$ cat config.mk
export PLATFORM = sky130hd
export DESIGN_NAME = alu_seq_ctrl
export DESIGN_NICKNAME = d
export VERILOG_FILES = /design/src/rtl/alu_seq_pkg.sv /design/src/rtl/alu_seq_decode.sv /design/src/rtl/alu_seq_ctrl.sv
export SDC_FILE = /design/constraint.sdc
export NUM_CORES = 1
export LEC_CHECK = 0
export CORE_MARGIN = 4
export CORE_UTILIZATION = 40
export CTS_CLUSTER_DIAMETER = 120
export DETAILED_ROUTE_END_ITERATION = 7
export SLEW_MARGIN = 20
export SYNTH_ARGS = -nofsm -noshare
export SYNTH_HDL_FRONTEND = slang
export SYNTH_SLANG_ARGS = --single-unit
$ cat constraint.sdc
create_clock -name clk -period 2 [get_ports clk]
set_clock_uncertainty 0.1 [all_clocks]
set_input_delay 0.5 -clock clk [delete_from_list [all_inputs] [get_ports clk]]
set_output_delay 0.5 -clock clk [all_outputs]
set_load 0.05 [all_outputs]
$ cat src/rtl/alu_seq_pkg.sv
// alu_seq_pkg: opcode/funct encodings, FSM states and decode classes shared by alu_seq_ctrl.
package alu_seq_pkg;
    localparam logic [4:0] OP_HALT  = 5'b00000;
    localparam logic [4:0] OP_ADDI  = 5'b01000;
    localparam logic [4:0] OP_SUBI  = 5'b10001;
    localparam logic [4:0] OP_SLBI  = 5'b10010;
    localparam logic [4:0] OP_LBI   = 5'b11000;
    localparam logic [4:0] OP_MUL   = 5'b11001;
    localparam logic [4:0] OP_SHIFT = 5'b11010;
    localparam logic [4:0] OP_ALU   = 5'b11011;
    localparam logic [4:0] OP_SEQ   = 5'b11100;
    localparam logic [4:0] OP_SLT   = 5'b11101;
    localparam logic [4:0] OP_SLE   = 5'b11110;
    localparam logic [4:0] OP_SCO   = 5'b11111;
    localparam logic [1:0] F_ADD  = 2'b00;
    localparam logic [1:0] F_SUB  = 2'b01;
    localparam logic [1:0] F_XOR  = 2'b10;
    localparam logic [1:0] F_ANDN = 2'b11;
    localparam logic [1:0] F_ROL  = 2'b00;
    localparam logic [1:0] F_SLL  = 2'b01;
    localparam logic [1:0] F_ROR  = 2'b10;
    localparam logic [1:0] F_SRL  = 2'b11;
    typedef enum logic [1:0] {IDLE, BUSY, DONE} state_t;
    typedef enum logic [1:0] {SINGLE, SHIFT, MUL, ILLEGAL} op_class_t;
    typedef enum logic [3:0] {
        L_SUM, L_XOR, L_ANDN, L_SEQ, L_SLT, L_SLE, L_SCO, L_PASSA, L_PASSB, L_SLBI, L_ZERO
    } lsel_t;
endpackage

$ cat src/rtl/alu_seq_decode.sv
// alu_seq_decode: maps {ALU_op,ALU_funct} to op class, adder controls and result select.
module alu_seq_decode
    import alu_seq_pkg::*;
(
    input  logic [4:0] op,
    input  logic [1:0] funct,
    output op_class_t  cls,
    output logic       inv_a,
    output logic       inv_b,
    output logic       cin,
    output lsel_t      lsel
);
    always_comb begin
        cls   = SINGLE;
        inv_a = 1'b0;
        inv_b = 1'b0;
        cin   = 1'b0;
        lsel  = L_ZERO;
        case (op)
            OP_ALU: begin
                lsel  = funct == F_XOR ? L_XOR : funct == F_ANDN ? L_ANDN : L_SUM;
                inv_a = funct == F_SUB;
                cin   = funct == F_SUB;
            end
            OP_ADDI:  lsel = L_SUM;
            OP_SUBI: begin
                lsel  = L_SUM;
                inv_a = 1'b1;
                cin   = 1'b1;
            end
            OP_SEQ:   lsel = L_SEQ;
            OP_SLT:   lsel = L_SLT;
            OP_SLE:   lsel = L_SLE;
            OP_SCO:   lsel = L_SCO;
            OP_LBI:   lsel = L_PASSB;
            OP_SLBI:  lsel = L_SLBI;
            OP_SHIFT: begin
                cls  = SHIFT;
                lsel = L_PASSA;
            end
`ifdef ALU_SEQ_MUL_EN
            OP_MUL:   cls = funct == 2'b00 ? MUL : ILLEGAL;
`endif
            OP_HALT:  lsel = L_ZERO;
            default:  cls = ILLEGAL;
        endcase
    end
endmodule

$ cat src/rtl/alu_seq_ctrl.sv
// alu_seq_ctrl: handshaked multi-cycle ALU (single-cycle ops, bit-serial shifts).
// Define ALU_SEQ_MUL_EN to add the shift-add multiplier (opcode 11001_00).
module alu_seq_ctrl
    import alu_seq_pkg::*;
#(
    parameter int WIDTH = 16,
    parameter int SHW   = $clog2(WIDTH)
) (
    input  logic             clk,
    input  logic             rst_n,
    input  logic             in_valid,
    output logic             in_ready,
    input  logic [4:0]       ALU_op,
    input  logic [1:0]       ALU_funct,
    input  logic [WIDTH-1:0] opA,
    input  logic [WIDTH-1:0] opB,
    output logic             out_valid,
    input  logic             out_ready,
    output logic [WIDTH-1:0] result,
    output logic             illegal
);
    localparam int HALF = WIDTH / 2;

    state_t           state_q, state_d;
    logic [WIDTH-1:0] result_q, result_d;
    logic             illegal_q, illegal_d;
    logic [SHW:0]     cnt_q, cnt_d;
    logic [1:0]       funct_q, funct_d;
    op_class_t        cls;
    logic             inv_a, inv_b, cin;
    lsel_t            lsel;
    logic [WIDTH-1:0] a_in, b_in, alu_res, shifted;
    logic [WIDTH:0]   sum;

    alu_seq_decode u_dec (
        .op(ALU_op), .funct(ALU_funct), .cls(cls),
        .inv_a(inv_a), .inv_b(inv_b), .cin(cin), .lsel(lsel)
    );

    assign a_in = inv_a ? ~opA : opA;
    assign b_in = inv_b ? ~opB : opB;
    assign sum  = {1'b0, a_in} + {1'b0, b_in} + {{WIDTH{1'b0}}, cin};

    always_comb begin
        alu_res = '0;
        case (lsel)
            L_SUM:   alu_res = sum[WIDTH-1:0];
            L_XOR:   alu_res = opA ^ opB;
            L_ANDN:  alu_res = opA & ~opB;
            L_SEQ:   alu_res = {{(WIDTH-1){1'b0}}, opA == opB};
            L_SLT:   alu_res = {{(WIDTH-1){1'b0}}, $signed(opA) < $signed(opB)};
            L_SLE:   alu_res = {{(WIDTH-1){1'b0}}, $signed(opA) <= $signed(opB)};
            L_SCO:   alu_res = {{(WIDTH-1){1'b0}}, sum[WIDTH]};
            L_PASSA: alu_res = opA;
            L_PASSB: alu_res = opB;
            L_SLBI:  alu_res = (opA << HALF) | {{HALF{1'b0}}, opB[HALF-1:0]};
            default: alu_res = '0;
        endcase
    end

    always_comb begin
        shifted = result_q;
        case (funct_q)
            F_ROL: shifted = {result_q[WIDTH-2:0], result_q[WIDTH-1]};
            F_SLL: shifted = {result_q[WIDTH-2:0], 1'b0};
            F_ROR: shifted = {result_q[0], result_q[WIDTH-1:1]};
            F_SRL: shifted = {1'b0, result_q[WIDTH-1:1]};
        endcase
    end

`ifdef ALU_SEQ_MUL_EN
    logic             mul_q, mul_d;
    logic [WIDTH-1:0] mcand_q, mcand_d, mplier_q, mplier_d;
`endif

    always_comb begin
        state_d   = state_q;
        result_d  = result_q;
        illegal_d = illegal_q;
        cnt_d     = cnt_q;
        funct_d   = funct_q;
`ifdef ALU_SEQ_MUL_EN
        mul_d     = mul_q;
        mcand_d   = mcand_q;
        mplier_d  = mplier_q;
`endif
        case (state_q)
            IDLE: if (in_valid) begin
                funct_d   = ALU_funct;
                illegal_d = cls == ILLEGAL;
                result_d  = alu_res;
                state_d   = DONE;
                if (cls == SHIFT && opB[SHW-1:0] != '0) begin
                    state_d = BUSY;
                    cnt_d   = {1'b0, opB[SHW-1:0]};
                end
`ifdef ALU_SEQ_MUL_EN
                mul_d = cls == MUL;
                if (cls == MUL) begin
                    state_d  = BUSY;
                    cnt_d    = (SHW+1)'(WIDTH);
                    result_d = '0;
                    mcand_d  = opA;
                    mplier_d = opB;
                end
`endif
            end
            BUSY: begin
                cnt_d    = cnt_q - 1'b1;
                state_d  = cnt_q == (SHW+1)'(1) ? DONE : BUSY;
                result_d = shifted;
`ifdef ALU_SEQ_MUL_EN
                if (mul_q) begin
                    result_d = result_q + (mplier_q[0] ? mcand_q : '0);
                    mcand_d  = mcand_q << 1;
                    mplier_d = mplier_q >> 1;
                end
`endif
            end
            DONE: state_d = out_ready ? IDLE : DONE;
            default: state_d = IDLE;
        endcase
    end

    always_ff @(posedge clk or negedge rst_n) begin
        if (!rst_n) begin
            state_q   <= IDLE;
            result_q  <= '0;
            illegal_q <= 1'b0;
            cnt_q     <= '0;
            funct_q   <= '0;
`ifdef ALU_SEQ_MUL_EN
            mul_q     <= 1'b0;
            mcand_q   <= '0;
            mplier_q  <= '0;
`endif
        end else begin
            state_q   <= state_d;
            result_q  <= result_d;
            illegal_q <= illegal_d;
            cnt_q     <= cnt_d;
            funct_q   <= funct_d;
`ifdef ALU_SEQ_MUL_EN
            mul_q     <= mul_d;
            mcand_q   <= mcand_d;
            mplier_q  <= mplier_d;
`endif
        end
    end

    assign in_ready  = state_q == IDLE;
    assign out_valid = state_q == DONE;
    assign result    = result_q;
    assign illegal   = illegal_q;
endmodule

==> flow_metrics.env <==
export IMPL_track_usage_pct=26.5
export IMPL_areaGrowthSynthToFinish_pct=61.3
export IMPL_max_freq_mhz=339
export IMPL_path_delay_family="compound AO/OA/AOI/OAI gates"
export IMPL_hpwl_mm=11.5
export IMPL_max_stage_delay_ns=0.36
export IMPL_wl_per_cell_um=18.5
export IMPL_crit_type="input port to flip-flop"
export IMPL_fin_nets=777
export IMPL_drive_gt1_share_pct=37.7
export IMPL_antennaDiodeCount=0
export IMPL_grt_setup_unrepaired="yes"
export IMPL_cts_root_buf="clkbuf_8"
export IMPL_netlist_top_cells_area="dfrtp_1 18%, ha_1 12%, a21oi_1 8.0%"
export IMPL_grt_max_degree=35
export IMPL_ys_warn_count=0
export IMPL_clk_path_buf_depth=2
export IMPL_hold_viol=0
export IMPL_viasPerCell=5.88
export IMPL_ys_flop_type="dfrtp_1"
export IMPL_design_area_mm2=0.00592
export IMPL_die_y_um=104
export IMPL_drt_first_pass_iters=8
export IMPL_htreeDepth=1
export IMPL_setup_worst_path_end_class="flip-flop"
export IMPL_place_gp_congestion=0.949
export IMPL_yosysTopAreaCellShare_pct=17.7
export IMPL_grt_pass1_vias=4703
export IMPL_cts_tree="built"
export IMPL_status="complete, but fails checks"
export IMPL_coreArea_mm2=0.00881
export IMPL_synth_net_count=580
export IMPL_yosysUniqueCellTypes=61
export IMPL_synth_most_common_cell="a21oi_1"
export IMPL_ys_seq_area_share_pct=17.7
export IMPL_critPathSlowestCell="ha_1"
export IMPL_dpl_cell_area_mm2=0.00542
export IMPL_wirelength_mm=14.9
export IMPL_grt_antenna_before_repair=0
export IMPL_die_w_um=104
export IMPL_fin_setup_tns_ns=-12.56
export IMPL_min_period_over_period_pct=147
export IMPL_syn_cell_area_mm2=0.00367
export IMPL_path_cells="buf_6, nand4b_1, a21oi_4, buf_12, xor2_1, ha_1, buf_6, nand3_2, a211oi_4, o21ai_2, o2bb2ai_2, nor2_2, mux2i_1, a41o_1"
export IMPL_drv_cap=0
export IMPL_fin_crit_ns=2.95
export IMPL_p_leak_nw=2.69
export IMPL_numCtsBuffers=3
export IMPL_first_iter_violations=409
export IMPL_synthCells=501
export IMPL_vias=4732
export IMPL_row_count=34
export IMPL_critical_path_required_ns=2.13
export IMPL_setup_ws_ns=-0.949
export IMPL_ys_ff_latch=26
export IMPL_die_area_mm2=0.0108
export IMPL_yosys_top_cells_count="59 x a21oi_1, 57 x nor2_1, 49 x nand2_1"
export IMPL_grt_pass1_wl_mm=23.6
export IMPL_port_buffers=61
export IMPL_cpMostUsedCell="buf_6"
export IMPL_hold_path_class="flip-flop to flip-flop"
export IMPL_cp_buffers_inverters=3
export IMPL_cp_arrival_ns=3.08
export IMPL_ir_drop_v=0.000359
export IMPL_drc=12
export IMPL_tightest_slew_ns=0.678
export IMPL_maxSlewViolCount=0
export IMPL_clk_pin_slew_ns=0.11
export IMPL_p_per_area_mw_per_mm2=568
export IMPL_violations="DRC, setup timing"
export IMPL_postRouteAntennaNets=0
export IMPL_crit_fanout=6
export IMPL_syn_avg_cell_area_um2=7.32
export IMPL_gr_total_overflow=0
export IMPL_setup_viol=17
export IMPL_fillers=767
export IMPL_async_flop_share_pct=100
export IMPL_yosysTopAreaCell="dfrtp_1"
export IMPL_relSlewSlack_pct=54.6
export IMPL_start_util_pct=41.7
export IMPL_cp_start_kind="input port"
export IMPL_cts_sinks=26
export IMPL_synth_edff_count=0
export IMPL_insertion_delay_ns=0.29
export IMPL_ioPinCount=62
-- where the power goes --
group | switching (W) | internal, W | leakage [nW]
Combinational | 0.00114 | 0.000967 | 2.33
Clock | 0.000190 | 0.000269 | 0.0357
Sequential | 0.000146 | 0.000645 | 0.328
Total | 0.00148 | 0.00188 | 2.69
-- cells by family after synthesis --
family	Yosys count	share of synthesized area [%]
AOI/OAI and AO/OA	180	31.9
xor gates and xnor gates	28	6.68
adders and majority gates	36	12.5
buffers and inverters	54	6.14
DFF	26	17.7
muxes	18	5.01
and+or+nand+nor	159	20.0
-- placed cells by master (no fill, tap or decap), types with 6 or more instances in the layout --
cell,netlist,final
a21oi_1,59,40
a21oi_2,0,16
a221oi_1,6,6
a222oi_1,9,9
a31oi_1,8,7
buf_4,1,161
buf_6,1,11
clkdlybuf4s50_1,0,30
dfrtp_1,26,26
ha_1,35,31
inv_1,29,29
mux2i_1,15,15
nand2_1,49,43
nand3_1,10,8
nand4_1,7,7
nor2_1,57,52
nor3_1,9,7
o211ai_1,8,8
o21ai_0,43,33
o22ai_1,13,13
xnor2_1,8,7
xor2_1,20,15
-- routing by layer --
layer  track usage [%]  part of all wire [%]
met1              34.2                    42
met2              44.9                    47
met3              4.73                   6.9
met4              8.45                   3.9
met5                 0                     0
-- registers in the layout, summed over array words and instances, names as in the netlist --
signal	count
result	16
cnt_q	5
funct_q	2
state_q	2
illegal	1
-- repair_timing --
action / in CTS / in global routing
hold buffers: 0 / 0
pin swaps: 44 / 27
buffers inserted: 17 / 8
resized for setup: 77 / 30
endpoints found under the setup margin: 23 / 18
gates cloned: 0 / 0
-- final timing paths --
kind / from / end / slack (ns) / cells past startpoint
hold reg to reg: illegal$_DFFE_PN0P_ / illegal$_DFFE_PN0P_ / 0.40 / 1
max in group asynchronous: rst_n / result[8]$_DFFE_PN0P_ / 1.03 / 2
setup / recovery: ALU_funct[1] / result[14]$_DFFE_PN0P_ / -0.95 / 14
setup reg to reg: state_q[0]$_DFFE_PN0P_ / result[10]$_DFFE_PN0P_ / 0.03 / 8
min in group asynchronous: rst_n / cnt_q[4]$_DFFE_PN0P_ / 0.48 / 2
hold / removal: illegal$_DFFE_PN0P_ / illegal$_DFFE_PN0P_ / 0.40 / 1
-- per-stage QoR --
stage               setup slack (ns)  instances  power [W]  hold WS [ns]  util, %
floorplan                     -0.979        501    0.00189         0.104        -
global placement               -1.43        777    0.00269         0.366     61.5
detailed placement             -1.53        777    0.00272         0.373     61.5
CTS                           -0.831        798    0.00328         0.399     65.6
global route                   -1.09        805    0.00355         0.410     67.2
finish                        -0.949        805    0.00336         0.397     67.2
-- cell type report --
| cell class | count | area, µm² | area share [%] |
|---|---|---|---|
| flip-flops and latches | 26 | 651 | 11.0 |
| repair buffers | 217 | 1820 | 30.7 |
| clock inverters | 1 | 30.0 | 0.508 |
| multi-input cells | 421 | 3140 | 53.0 |
| clock buffers | 3 | 41.3 | 0.698 |
| inverters | 29 | 109 | 1.84 |
| well taps | 108 | 135 | 2.28 |
-- worst reg2reg max path, stage by stage, from the launching register on --
cell,delay [ns]
dfrtp_1,0.47
nor2_1,0.07
nor2_1,0.09
buf_4,0.17
o21ai_0,0.15
a21oi_1,0.27
o211ai_1,0.13
a31oi_1,0.29
nor2_1,0.09
(Power assumes the default switching activity.)
